===== src/rtl/pipe_hazard_ctrl_pkg.sv =====
// Shared definitions for the pipeline hazard controller: FSM state encoding,
// register address width and the default multiply latency.
package pipe_hazard_ctrl_pkg;

  localparam int unsigned REG_ADDR_W      = 5;
  localparam int unsigned MUL_LAT_DEFAULT = 4;

  typedef enum logic [1:0] {
    StRun = 2'd0,
    StMul = 2'd1,
    StMem = 2'd2
  } hz_state_e;

endpackage


===== src/rtl/pipe_hazard_ctrl_hazard_cmp.sv =====
// Combinational load-use detector: flags a decode source that reads the
// destination of a load currently in execute.
module pipe_hazard_ctrl_hazard_cmp
  import pipe_hazard_ctrl_pkg::*;
(
  input  logic [REG_ADDR_W-1:0] rs1_addr_i,
  input  logic                  rs1_used_i,
  input  logic [REG_ADDR_W-1:0] rs2_addr_i,
  input  logic                  rs2_used_i,
  input  logic [REG_ADDR_W-1:0] exe_write_addr_i,
  input  logic                  exe_int_write_enable_i,
  input  logic                  exe_is_load_i,
  output logic                  hazard_o
);

  logic load_dst_valid;
  logic rs1_match;
  logic rs2_match;

  always_comb begin
    // x0 is hardwired to zero, so a load targeting it never creates a dependency
    load_dst_valid = exe_is_load_i && exe_int_write_enable_i &&
                     (exe_write_addr_i != '0);
    rs1_match      = rs1_used_i && (rs1_addr_i == exe_write_addr_i);
    rs2_match      = rs2_used_i && (rs2_addr_i == exe_write_addr_i);
    hazard_o       = load_dst_valid && (rs1_match || rs2_match);
  end

endmodule


===== src/rtl/pipe_hazard_ctrl.sv =====
// Pipeline stall/flush controller: resolves load-use, multi-cycle multiply,
// data-cache miss, taken-branch and exception hazards for the three latches.
module pipe_hazard_ctrl
  import pipe_hazard_ctrl_pkg::*;
#(
  parameter int unsigned MUL_LAT = MUL_LAT_DEFAULT,
  parameter int unsigned CNT_W   = 3
) (
  input  logic                  clk_i,
  input  logic                  rst_i,
  input  logic [REG_ADDR_W-1:0] dec_rs1_addr_i,
  input  logic                  dec_rs1_used_i,
  input  logic [REG_ADDR_W-1:0] dec_rs2_addr_i,
  input  logic                  dec_rs2_used_i,
  input  logic                  dec_is_mul_i,
  input  logic [REG_ADDR_W-1:0] exe_write_addr_i,
  input  logic                  exe_int_write_enable_i,
  input  logic                  exe_is_load_i,
  input  logic                  exe_branch_taken_i,
  input  logic                  mem_miss_i,
  input  logic                  mem_ready_i,
  input  logic                  exc_i,
  output logic                  stall_fetch_o,
  output logic                  stall_core_o,
  output logic                  stall_exe_o,
  output logic                  kill_fd_o,
  output logic                  kill_de_o,
  output logic                  kill_em_o,
  output logic [31:0]           stall_cycles_o
);

  hz_state_e        state_q, state_d;
  logic [CNT_W-1:0] mul_cnt_q, mul_cnt_d;
  logic             resume_mul_q, resume_mul_d;
  logic [31:0]      stall_cycles_q, stall_cycles_d;
  logic             load_use;

  pipe_hazard_ctrl_hazard_cmp u_hazard_cmp (
    .rs1_addr_i             (dec_rs1_addr_i),
    .rs1_used_i             (dec_rs1_used_i),
    .rs2_addr_i             (dec_rs2_addr_i),
    .rs2_used_i             (dec_rs2_used_i),
    .exe_write_addr_i       (exe_write_addr_i),
    .exe_int_write_enable_i (exe_int_write_enable_i),
    .exe_is_load_i          (exe_is_load_i),
    .hazard_o               (load_use)
  );

  always_comb begin
    state_d       = state_q;
    mul_cnt_d     = mul_cnt_q;
    resume_mul_d  = resume_mul_q;
    stall_fetch_o = 1'b0;
    stall_core_o  = 1'b0;
    stall_exe_o   = 1'b0;
    kill_fd_o     = 1'b0;
    kill_de_o     = 1'b0;
    kill_em_o     = 1'b0;

    if (rst_i) begin
      // Latches clear together with the controller
      kill_fd_o    = 1'b1;
      kill_de_o    = 1'b1;
      kill_em_o    = 1'b1;
      state_d      = StRun;
      mul_cnt_d    = '0;
      resume_mul_d = 1'b0;
    end else if (exc_i) begin
      kill_fd_o    = 1'b1;
      kill_de_o    = 1'b1;
      kill_em_o    = 1'b1;
      state_d      = StRun;
      mul_cnt_d    = '0;
      resume_mul_d = 1'b0;
    end else begin
      unique case (state_q)
        StRun: begin
          if (mem_miss_i) begin
            stall_fetch_o = 1'b1;
            stall_core_o  = 1'b1;
            stall_exe_o   = 1'b1;
            state_d       = StMem;
          end else if (exe_branch_taken_i) begin
            kill_fd_o = 1'b1;
            kill_de_o = 1'b1;
          end else if (load_use) begin
            // Load moves on to memory; a bubble follows it
            stall_fetch_o = 1'b1;
            stall_core_o  = 1'b1;
            kill_em_o     = 1'b1;
          end else if (dec_is_mul_i) begin
            state_d   = StMul;
            mul_cnt_d = CNT_W'(MUL_LAT - 2);
          end
        end
        StMul: begin
          if (mem_miss_i) begin
            stall_fetch_o = 1'b1;
            stall_core_o  = 1'b1;
            stall_exe_o   = 1'b1;
            state_d       = StMem;
            resume_mul_d  = 1'b1;
          end else begin
            // Multiplier holds its own operands, so only bubbles leave execute
            stall_fetch_o = 1'b1;
            stall_core_o  = 1'b1;
            kill_em_o     = 1'b1;
            if (mul_cnt_q == '0) begin
              state_d = StRun;
            end else begin
              mul_cnt_d = mul_cnt_q - CNT_W'(1);
            end
          end
        end
        StMem: begin
          stall_fetch_o = 1'b1;
          stall_core_o  = 1'b1;
          stall_exe_o   = 1'b1;
          if (mem_ready_i) begin
            state_d      = resume_mul_q ? StMul : StRun;
            resume_mul_d = 1'b0;
          end
        end
        default: begin
          state_d = StRun;
        end
      endcase
    end
  end

  always_comb begin
    stall_cycles_d = stall_cycles_q;
    if (stall_core_o && (stall_cycles_q != 32'hFFFF_FFFF)) begin
      stall_cycles_d = stall_cycles_q + 32'd1;
    end
  end

  assign stall_cycles_o = stall_cycles_q;

  always_ff @(posedge clk_i) begin
    if (rst_i) begin
      state_q        <= StRun;
      mul_cnt_q      <= '0;
      resume_mul_q   <= 1'b0;
      stall_cycles_q <= '0;
    end else begin
      state_q        <= state_d;
      mul_cnt_q      <= mul_cnt_d;
      resume_mul_q   <= resume_mul_d;
      stall_cycles_q <= stall_cycles_d;
    end
  end

endmodule

===== config.mk =====
export PLATFORM = sky130hd
export DESIGN_NAME = pipe_hazard_ctrl
export DESIGN_NICKNAME = d
export VERILOG_FILES = /design/src/rtl/pipe_hazard_ctrl_pkg.sv /design/src/rtl/pipe_hazard_ctrl_hazard_cmp.sv /design/src/rtl/pipe_hazard_ctrl.sv
export SDC_FILE = /design/constraint.sdc
export NUM_CORES = 1
export LEC_CHECK = 0
export ABC_CLOCK_PERIOD_IN_PS = 3400
export CORE_MARGIN = 10
export CORE_UTILIZATION = 45
export DETAILED_ROUTE_END_ITERATION = 12
export DONT_BUFFER_PORTS = 1
export MAX_ROUTING_LAYER = met4
export PLACE_DENSITY_LB_ADDON = 0.25
export SKIP_CTS_REPAIR_TIMING = 1
export SYNTH_ARGS = -nofsm -noshare
export SYNTH_HDL_FRONTEND = slang
export SYNTH_SLANG_ARGS = --single-unit
export TNS_END_PERCENT = 50

===== constraint.sdc =====
create_clock -name clk_i -period 3.4 [get_ports clk_i]
set_input_delay 0.68 -clock clk_i [delete_from_list [all_inputs] [get_ports clk_i]]
set_output_delay 0.68 -clock clk_i [all_outputs]
set_load 0.02 [all_outputs]

==> impl_metrics.tcl <==
set metrics [dict create \
    track_usage_pct 14.8 \
    number_of_routed_nets_with_antenna_violations 0 \
    initial_utilization_pct 46.6 \
    intPower_mw 0.625 \
    cp_data_required_time_ps 2720 \
    drt_pre_antenna_iters 4 \
    report.final.hold_viol_count 0 \
    power.sequential.fraction_pct 53.2 \
    hold_path_startpoint "rst_i" \
    final.min_clock_period_ps 2640 \
    synth.net_count 346 \
    mostFrequentLayoutCell "dfxtp_1" \
    port-buffer-count 0 \
    cts-root-buf "clkbuf_8" \
    overflow 0 \
    hold_path_class "in2reg" \
    max-clock-path-buffers 2 \
    dieHeight_um 95.8 \
    combinationalPowerShare_pct 12.1 \
    synth_seq_cells 38 \
    endpoint_kind "primary output" \
    power-per-cell-area_nw_per_um2 316 \
    replace_congestion 0.874 \
    p_leak_nw 0.879 \
    sw_frac_of_total_pct 26.5 \
    detailroute.via_count 2339 \
    maxSlewViolCount 0 \
    layout.core_utilization_pct 48.6 \
    antenna-diode-count 0 \
    fin_setup_tns_ps 0 \
    grt_setup_unrepaired "false" \
    row_count 27 \
    detail_route.drc_violations 0 \
    critical_path.max_fanout 4 \
    die_area_um2 9170 \
    synthesis.area_per_instance_um2 8.25 \
    number_of_flops_mapped_to_enable_cells_by_yosys 0 \
    clkLatencyLatePin_ps 290 \
    synth-seq-area-share_pct 29.4 \
    postSynth.asyncResetShare_pct 0 \
    netlist_instances 313 \
    max_freq_ghz 0.378 \
    status "completed" \
    path_cells "or3_1 > o311a_4 > and2_1 > a21oi_1 > o21ai_0 > buf_4" \
    pin_count_of_the_biggest_net_entering_global_routing 58 \
    power_switching_mw 0.225 \
    layout_common_cells "dfxtp_1 (38), nand2_1 (23), a21oi_1 (20), or3_1 (19), nor2_1 (19)" \
    worstSetupPathType "in2out" \
    area_growth_syn_to_layout_pct 4.12 \
    max-cap-violations 0 \
    reg2reg_from "stall_cycles_o[17]" \
    horizontal_die_dimension_um 95.8 \
    critPathLaunchType "primary input" \
    tritoncts.num_buffers 5 \
    number_of_levels_the_h_tree_was_split_into 2 \
    synth_cell_types 55 \
    clkSlewWorstSetupHoldPaths_ps 80 \
    final.setup_skew_ps 9.36 \
    finalCritPeriodShare_pct 77.8 \
    worst-path-buf-inv 1 \
    worstPathArrival_ps 1960 \
    wire_per_inst_um 17.6 \
    clock_tree_from_tritoncts "built" \
    max_slew.worst_pin.slew_ps 567 \
    dp_hpwl_um 4970 \
    timing.slew.headroom_pct 62.1 \
    detail_route.wirelength_um 6640 \
    final-setup-viol-count 0 \
    final_layout_size_suffix_gt1_share_pct 10.5 \
    postSynth.topFlopCell "dfxtp_1" \
    cp_delay_by_family_top "simple AND/OR/NAND/NOR gates" \
    cp-startpoint "exe_write_addr_i[1]" \
    core_area_um2 5540 \
    first_pass_grt_wire_length_um 10800 \
    io_pins 64 \
    maximum_vdd_drop_uv 182 \
    p_clk_share_pct 34.8 \
    grt_pass1_vias 2243 \
    drt_iter0_drc 119 \
    design.final.nets 339 \
    post_synth_instance_area_um2 2580 \
    tritoncts_num_sinks 38 \
    cpPeakStageDelay_ps 370 \
    initial_antenna_violation_count 0 \
    timing.critical_path.slowest_stage_cell "or3_1" \
    synth.yosys.warnings 0 \
    routed_via_density 6.19 \
]
-- per-layer routing --
metal  global-route usage (%)  share of wire, %  up-vias
met5                        -                 0        -
met4                     2.58              0.38        0
met3                     5.91               9.4        4
met2                     24.8                49       61
met1                     16.3                41     1122
li1                         -                 -     1152
-- Yosys cell counts (all sizes together), types with 6 or more instances --
master  count  area (µm²)
xnor2      10        87.6
and3        6        37.5
nand2      23        86.3
nor2b      13        81.3
nand4      20         146
nor2       20        82.6
buf        11        82.6
inv         9        33.8
dfxtp      38         761
mux2        7        82.6
clkbuf      8        30.0
o21ai      18         109
or3        19         119
a21oi      24         135
ha          7        87.6
nand3      15        75.1
nor3        7        46.3
nor4        6        43.8
or4        10        75.1
-- cells by family (layout without fill, tap and decap cells) --
kind of cell	count (synthesis)	count (layout)	synth area share (%)
compound gates	64	64	17.7
xor+xnor	10	10	3.39
fa+ha+maj	7	7	3.39
buf+inv	28	21	5.67
flops	38	38	29.4
mux	10	10	4.36
simple gates	156	156	36.1
-- flip-flops by register name, indices dropped and copies added, names as in the netlist --
name	cells
mul_cnt_q	3
resume_mul_q	1
stall_cycles_o	32
state_q	2
-- through the flow --
| stage | hold WS (ps) | instances | total power [mW] | setup slack [ps] | instance area (µm²) |
|---|---|---|---|---|---|
| final | 463 | 378 | 0.851 | 756 | 2690 |
| after global routing | 439 | 378 | 0.890 | 684 | 2690 |
| after CTS | 442 | 378 | 0.861 | 756 | 2690 |
| after detailed placement | 493 | 371 | 0.565 | 763 | 2610 |
| after global placement | 480 | 371 | 0.564 | 760 | 2610 |
| after floorplan | 469 | 313 | 0.559 | 433 | 2580 |
-- cell type report --
type / count / area, µm²
sequential: 38 / 761
tap: 72 / 90.1
timing repair buffer: 5 / 50.0
clock inverter: 2 / 10.0
fill: 567 / 2850
multi-input combinational: 247 / 1680
inverter: 9 / 33.8
clock buffer: 5 / 68.8
-- power by group through the flow --
| stage | combinational, mW | clock [mW] | sequential (mW) |
|---|---|---|---|
| final | 0.103 | 0.296 | 0.452 |
| after global routing | 0.113 | 0.324 | 0.453 |
| after CTS | 0.103 | 0.305 | 0.452 |
| after detailed placement | 0.102 | 0 | 0.463 |
| after global placement | 0.102 | 0 | 0.463 |
| after floorplan | 0.0968 | 0 | 0.462 |
-- path summary, 6_finish.rpt --
check / end / slack, ps / cells past startpoint
worst max register to register: stall_cycles_o[1] / 840 / 6
worst max-delay path: kill_em_o / 760 / 6
worst min-delay path: stall_cycles_o[31] / 460 / 1
worst min register to register: mul_cnt_q[0] / 500 / 1
Power figures use the tool's default switching activity.
